<file path="config.mk">
export PLATFORM = sky130hd
export DESIGN_NAME = tl_ul_reg_bridge
export DESIGN_NICKNAME = d
export VERILOG_FILES = /design/src/rtl/tl_ul_reg_bridge.sv
export SDC_FILE = /design/constraint.sdc
export NUM_CORES = 1
export LEC_CHECK = 0
export ABC_CLOCK_PERIOD_IN_PS = 9330
export BUFFER_PORTS_ARGS = -buffer_cell sky130_fd_sc_hd__buf_2
export CORE_AREA = 2 2 165 167
export CTS_BUF_LIST = sky130_fd_sc_hd__clkbuf_4 sky130_fd_sc_hd__clkbuf_8 sky130_fd_sc_hd__clkbuf_16
export CTS_CLUSTER_SIZE = 20
export DETAILED_ROUTE_END_ITERATION = 8
export DIE_AREA = 0 0 167 169
export PLACE_DENSITY = 0.68
export SYNTH_ARGS = -nofsm -noshare
export SYNTH_HDL_FRONTEND = slang
export SYNTH_SLANG_ARGS = --single-unit
</file>
<file path="constraint.sdc">
create_clock -name clk_i -period 9.33 [get_ports clk_i]
set_input_delay 2.799 -clock clk_i [delete_from_list [all_inputs] [get_ports clk_i]]
set_output_delay 2.799 -clock clk_i [all_outputs]
set_load 0.02 [all_outputs]
</file>
<file path="src/rtl/tl_ul_reg_bridge.sv">
// Single-outstanding TileLink-UL slave that turns A-channel Get/Put beats into a
// one-cycle register strobe (en/we/addr/wdata/be) and answers on the D channel.
module tl_ul_reg_bridge #(
  parameter int ADDR_WIDTH = 64,
  parameter int DATA_WIDTH = 64,
  parameter int SRC_WIDTH  = 4
) (
  input  logic                    clk_i,
  input  logic                    rst_ni,
  input  logic                    a_valid_i,
  output logic                    a_ready_o,
  input  logic [2:0]              a_opcode_i,
  input  logic [2:0]              a_size_i,
  input  logic [SRC_WIDTH-1:0]    a_source_i,
  input  logic [ADDR_WIDTH-1:0]   a_address_i,
  input  logic [DATA_WIDTH/8-1:0] a_mask_i,
  input  logic [DATA_WIDTH-1:0]   a_data_i,
  output logic                    d_valid_o,
  input  logic                    d_ready_i,
  output logic [2:0]              d_opcode_o,
  output logic [2:0]              d_size_o,
  output logic [SRC_WIDTH-1:0]    d_source_o,
  output logic                    d_denied_o,
  output logic [DATA_WIDTH-1:0]   d_data_o,
  output logic [ADDR_WIDTH-1:0]   addr_o,
  output logic                    en_o,
  output logic                    we_o,
  output logic [DATA_WIDTH-1:0]   wdata_o,
  output logic [DATA_WIDTH/8-1:0] be_o,
  input  logic [DATA_WIDTH-1:0]   rdata_i
);

  localparam int         MASK_W   = DATA_WIDTH / 8;
  localparam logic [2:0] MAX_SIZE = 3'($clog2(MASK_W));

  typedef enum logic [1:0] {IDLE, ACCESS, CAPTURE, RESP} state_t;

  state_t     state;
  logic       is_get;
  logic [1:0] rst_sync;
  logic       rst_n;

  function automatic logic supported(input logic [2:0]            op,
                                     input logic [2:0]            size,
                                     input logic [ADDR_WIDTH-1:0] addr);
    logic [ADDR_WIDTH-1:0] low_bits;
    low_bits = ~({ADDR_WIDTH{1'b1}} << size);
    return ((op == 3'd0) || (op == 3'd1) || (op == 3'd4)) &&
           (size <= MAX_SIZE) && ((addr & low_bits) == '0);
  endfunction

  // Reset asserts asynchronously but releases on a clock edge.
  always_ff @(posedge clk_i or negedge rst_ni) begin
    if (!rst_ni) rst_sync <= 2'b00;
    else         rst_sync <= {rst_sync[0], 1'b1};
  end
  assign rst_n = rst_sync[1];

  always_ff @(posedge clk_i or negedge rst_n) begin
    if (!rst_n) begin
      state      <= IDLE;
      is_get     <= 1'b0;
      a_ready_o  <= 1'b1;
      d_valid_o  <= 1'b0;
      d_opcode_o <= '0;
      d_size_o   <= '0;
      d_source_o <= '0;
      d_denied_o <= 1'b0;
      d_data_o   <= '0;
      addr_o     <= '0;
      en_o       <= 1'b0;
      we_o       <= 1'b0;
      wdata_o    <= '0;
      be_o       <= '0;
    end else begin
      case (state)
        IDLE: begin
          if (a_valid_i) begin
            a_ready_o  <= 1'b0;
            is_get     <= (a_opcode_i == 3'd4);
            addr_o     <= a_address_i;
            wdata_o    <= a_data_i;
            be_o       <= a_mask_i;
            d_size_o   <= a_size_i;
            d_source_o <= a_source_i;
            d_opcode_o <= {2'b00, a_opcode_i == 3'd4};
            if (supported(a_opcode_i, a_size_i, a_address_i)) begin
              en_o       <= 1'b1;
              we_o       <= (a_opcode_i != 3'd4);
              d_denied_o <= 1'b0;
              state      <= ACCESS;
            end else begin
              // Rejected beats skip the register side entirely.
              d_denied_o <= 1'b1;
              d_data_o   <= '0;
              d_valid_o  <= 1'b1;
              state      <= RESP;
            end
          end
        end
        ACCESS: begin
          en_o  <= 1'b0;
          we_o  <= 1'b0;
          state <= CAPTURE;
        end
        CAPTURE: begin
          d_data_o  <= is_get ? rdata_i : '0;
          d_valid_o <= 1'b1;
          state     <= RESP;
        end
        RESP: begin
          if (d_ready_i) begin
            d_valid_o <= 1'b0;
            a_ready_o <= 1'b1;
            state     <= IDLE;
          end
        end
        default: state <= IDLE;
      endcase
    end
  end

endmodule

</file>
Word level (Yosys, flattened, before mapping)
Cells that the tools add are included.
{"block": "classes", "magnitude_cmp": 1, "eq_ne": 10, "shift": 1, "n_mux": 22, "bitwise_logic": 2, "n_reduce_logical": 17}
{"operator": "$mux W64", "count": 3}
{"operator": "$pmux W64 S2", "count": 1}
{"operator": "$and A64 B64 Y64", "count": 1}
{"operator": "$logic_not A64 Y1", "count": 1}
{"operator": "$not A64 Y64", "count": 1}
{"operator": "$shl A64 B3 Y64 const A", "count": 1}
{"operator": "$mux W1", "count": 10}
{"operator": "$reduce_and A3 Y1", "count": 3}
{"operator": "$ne A2 B2 Y1 const B", "count": 4}
{"operator": "$pmux W2 S4", "count": 1}
{"operator": "$mux W2", "count": 3}
{"operator": "$pmux W1 S2", "count": 3}
{"operator": "$reduce_bool A2 Y1", "count": 3}
{"operator": "$eq A2 B2 Y1 const B", "count": 2}
{"operator": "$reduce_and A2 Y1", "count": 2}
{"operator": "$reduce_and A4 Y1", "count": 1}
{"operator": "$eq A3 B1 Y1 const B", "count": 1}
{"operator": "$eq A3 B3 Y1 const B", "count": 1}
{"operator": "$le A3 B2 Y1 const B", "count": 1}
{"operator": "$logic_not A3 Y1", "count": 1}
{"operator": "$ne A3 B3 Y1 const B", "count": 1}
{"operator": "$pmux W1 S3", "count": 1}
{"operator": "$reduce_bool A3 Y1", "count": 1}
{"operator": "$eq A2 B1 Y1 const B", "count": 1}
{"operator": "other kinds (3)", "count": 5}
{"block": "word_totals", "ff_bits": 217, "in_bits": 214, "out_inout_bits": 215, "wordCells": 67}

Longest topological paths before layout
{"block": "logic_depth", "ltp_word": 8, "depth_mapped": 8}

Worst setup path before layout
No wires, ideal clock.
{"block": "synth_timing", "path_type": "input -> register", "startpoint": "in a_address_i[2]", "endpoint": "reg d_data_o[0]", "setup_ns": 0.125, "arrival_time_ns": 4.187, "required_ns": 9.205, "slack_ns": 5.018, "cell_stages": 5, "path_buffers": 1, "path_cell_list": "a211o_1 a211oi_4 o22ai_4 buf_6 mux2_4"}
{"block": "synth_between", "elab_chain_cells": 5}
{"element": "start, declared", "line": "15", "rtl": "input logic [ADDR_WIDTH-1:0] a_address_i,"}
{"element": "$and A64 B64 Y64", "line": "49", "rtl": "(size <= MAX_SIZE) && ((addr & low_bits) == '0);"}
{"element": "$logic_not A64 Y1", "line": "49"}
{"element": "$logic_and A1 B1 Y1", "line": "49"}
{"element": "$ne A2 B2 Y1 (no source line)"}
{"element": "$reduce_and A3 Y1 (no source line)"}
{"element": "end signal, assigned", "line": "107", "rtl": "d_data_o <= is_get ? rdata_i : '0;"}
{"element": "end, declared", "line": "24", "rtl": "output logic [DATA_WIDTH-1:0] d_data_o,"}
No other way between the ends.
A chain may end at the register's enable or synchronous reset.

Final worst setup path
{"block": "layout_timing", "startpoint": "in a_valid_i", "endpoint": "reg d_data_o[16]"}
{"block": "layout_between", "elab_chain_cells": 2}
{"element": "start, declared", "line": "10", "rtl": "input logic a_valid_i,"}
{"element": "$ne A2 B2 Y1 (no source line)"}
{"element": "$reduce_and A3 Y1 (no source line)"}
No other way between the ends.

==> impl_metrics.yaml <==
detailed_routing:
  routed_wl_mm: 23.8
  m1WireLength_mm: 9.18
  vias: 6279
  top_layer: "met4"
  drcViolationCount: 0
  routedWlPerCell_um: 17.5
  drt_first_pass_iters: 4
  wl_met2_mm: 11.9
  drtAntennaViolNets: 0
  dr_wl_met3_mm: 1.84
  via_per_inst: 4.62
  drt-initial-drc-count: 274
die:
  die_area_um2: 28200
  die_height_um: 169
  die_x_um: 167
  fp.coreArea_um2: 26500
  ios: 429
  placementRows: 60
  initial_core_util: 0.337
layout:
  final_layout_size_suffix_gt1_frac: 0.682
  area_growth_pct: 36.5
  final_cell_mix: "buf_2, dfrtp_1, mux2_2, and3_1, mux2_4"
  nets: 1217
  layout_commonest_cell: "buf_2"
  layoutNonFillerInstCount: 1358
logic_synthesis:
  synth.ff_latch_count: 217
  synth_flop_cell: "dfrtp_1"
  synth_top_area_share: 0.605
  synth.distinct_cells: 29
  async_flop_share: 1.00
  synth_warnings: 0
  ys_seq_area_frac: 0.607
  synth.area.top_cells: "dfrtp_1, mux2_2, mux2_4"
  synth-edff-count: 0
  netlist_area_um2: 8940
  syn_inst: 577
  synth_area_per_cell_um2: 15.5
  synth_top_area_cell: "dfrtp_1"
cts:
  holdBufCountCts: 0
  clock_latency_ns: 0.51
  cts_buffers: 25
  cts.clk_slew.worst_paths_ns: 0.06
  cts.htree.levels: 1
  clockBufferDepth: 3
  cts_resized: 0
  root_buffer: "clkbuf_16"
  tritoncts: "done"
  cts_setup_buffers: 0
  cts.sinks: 217
place:
  gp_congestion: 0.779
  numPortBuffers: 426
  place_hpwl_mm: 17.5
  dp.cells: 1312
sta:
  final.min_clock_period_ns: 4.88
  final.setup.tns_ns: 0
  tightest_slew_ns: 1.07
  fmax_mhz: 205
  slew_viol_final: 0
  finalHoldViolations: 0
  rsz0062_at_grt: "false"
  fin_crit_sh: 0.523
  relSlewSlack: 0.286
  skew_ns: 0.0141
  setup_violations: 0
global_routing:
  antenna_found_initial: 2
  grt_pass1_vias: 6775
  grt_max_degree: 86
  grt_pass1_wl_mm: 37.1
  grt_use_total: 0.163
  overflow: 0
critical_path:
  setup.worst_path.class: "input pin to flop"
  crit_chain: "buf_2, nand2_4, o22ai_4, buf_4, buf_4, mux2_2"
  worstSetupStartpointType: "input pin"
  critPathArrivalTime_ns: 5.27
  cp-end-kind: "flop"
  cp.required_ns: 9.72
  cp_max_fo: 65
  cp_slowest_cell: "buf_4"
  cp_common_cell: "buf_4"
  cpPeakStageDelay_ns: 0.66
power_and_ir_drop:
  p_leak_nw: 6.59
  powerDensity_nw_per_um2: 360
  peakVddDrop_v: 0.000229
min_path:
  hold_class: "flop to async pin"
status:
  status: "finished clean"
flow_run:
  drv_cap: 0
## registers in the layout, summed over array words and instances, names as in the netlist
name        cells
en_o            1
a_ready_o       1
d_opcode_o      1
d_valid_o       1
wdata_o        64
rst_sync        2
d_denied_o      1
d_data_o       64
addr_o         64
d_source_o      4
we_o            1
state           2
d_size_o        3
be_o            8
## worst max-delay path: cells and delay by family
kind                   cells  cell delay (ns)
buffers and inverters      3             1.28
multiplexers               1             0.41
AO/OA/AOI/OAI              1             0.27
AND/OR/NAND/NOR            1             0.47
## per-stage QoR
| stage | setup slack [ns] | power [mW] | hold slack [ns] | utilization | area [µm²] |
|---|---|---|---|---|---|
| final | 4.45 | 4.39 | 0.325 | 0.460 | 12200 |
| after detailed placement | 3.89 | 3.43 | 0.350 | 0.428 | 11300 |
| after global placement | 3.93 | 3.37 | 0.338 | 0.428 | 11300 |
| after floorplan | 2.84 | 2.81 | 0.331 | - | 8940 |
| after CTS | 4.44 | 4.45 | 0.358 | 0.460 | 12200 |
| after global routing | 4.29 | 4.64 | 0.387 | 0.460 | 12200 |
## report_power, final
part,leakage [nW],internal [mW],switching (mW)
clock network,0.427,0.621,0.382
logic,3.46,0.781,1.09
registers,2.70,1.33,0.192
total,6.59,2.73,1.66
## layout make-up
type	count	area, µm²
Clock buffer	36	721
Multi-Input combinational cell	314	3270
Tap cell	341	427
Fill cell	2423	14300
Timing Repair Buffer	434	2190
Antenna cell	1	2.50
Inverter	6	22.5
Sequential cell	217	5440
Clock inverter	9	130
## worst paths after layout
kind                                  startpoint                        to  slack (ns)  cells after the start
setup / recovery                       a_valid_i  d_data_o[16]$_DFFE_PN0P_        4.45                      6
min in group clk_i         rst_sync[0]$_DFF_PN0_     rst_sync[1]$_DFF_PN0_        0.36                      0
setup reg to reg            state[0]$_DFFE_PN0P_  d_data_o[16]$_DFFE_PN0P_        5.86                      7
max in group asynchronous  rst_sync[1]$_DFF_PN0_    addr_o[43]$_DFFE_PN0P_        6.82                      2
hold reg to reg            rst_sync[1]$_DFF_PN0_  d_data_o[10]$_DFFE_PN0P_        0.33                      0
hold / removal             rst_sync[1]$_DFF_PN0_  d_data_o[10]$_DFFE_PN0P_        0.33                      0
## Yosys cell counts, types with 2 or more instances
master,instances
nor2_1,3
buf_2,12
o21ai_0,4
ha_1,5
buf_4,3
mux2_4,60
clkbuf_1,18
and3_1,64
nand2_1,5
mux2_2,148
buf_6,6
dfrtp_1,216
a21oi_1,8
conb_1,2
a211o_1,3
buf_1,2
inv_1,6
## per-layer routing
metal	up-vias	global-route usage
li1	2876	-
met1	3101	0.191
met2	242	0.284
met3	60	0.0468
met4	0	0.0596
met5	-	0
## kinds of logic (layout without fill, tap and decap cells)
family,after synthesis,count (layout),synth area share
compound gates,21,21,0.0175
fa+ha+maj,5,5,0.00700
buf+inv,47,485,0.0277
flops,217,217,0.607
mux,209,209,0.288
other cells,2,4,0.000840
simple gates,76,76,0.0512
(Power assumes the default switching activity.)
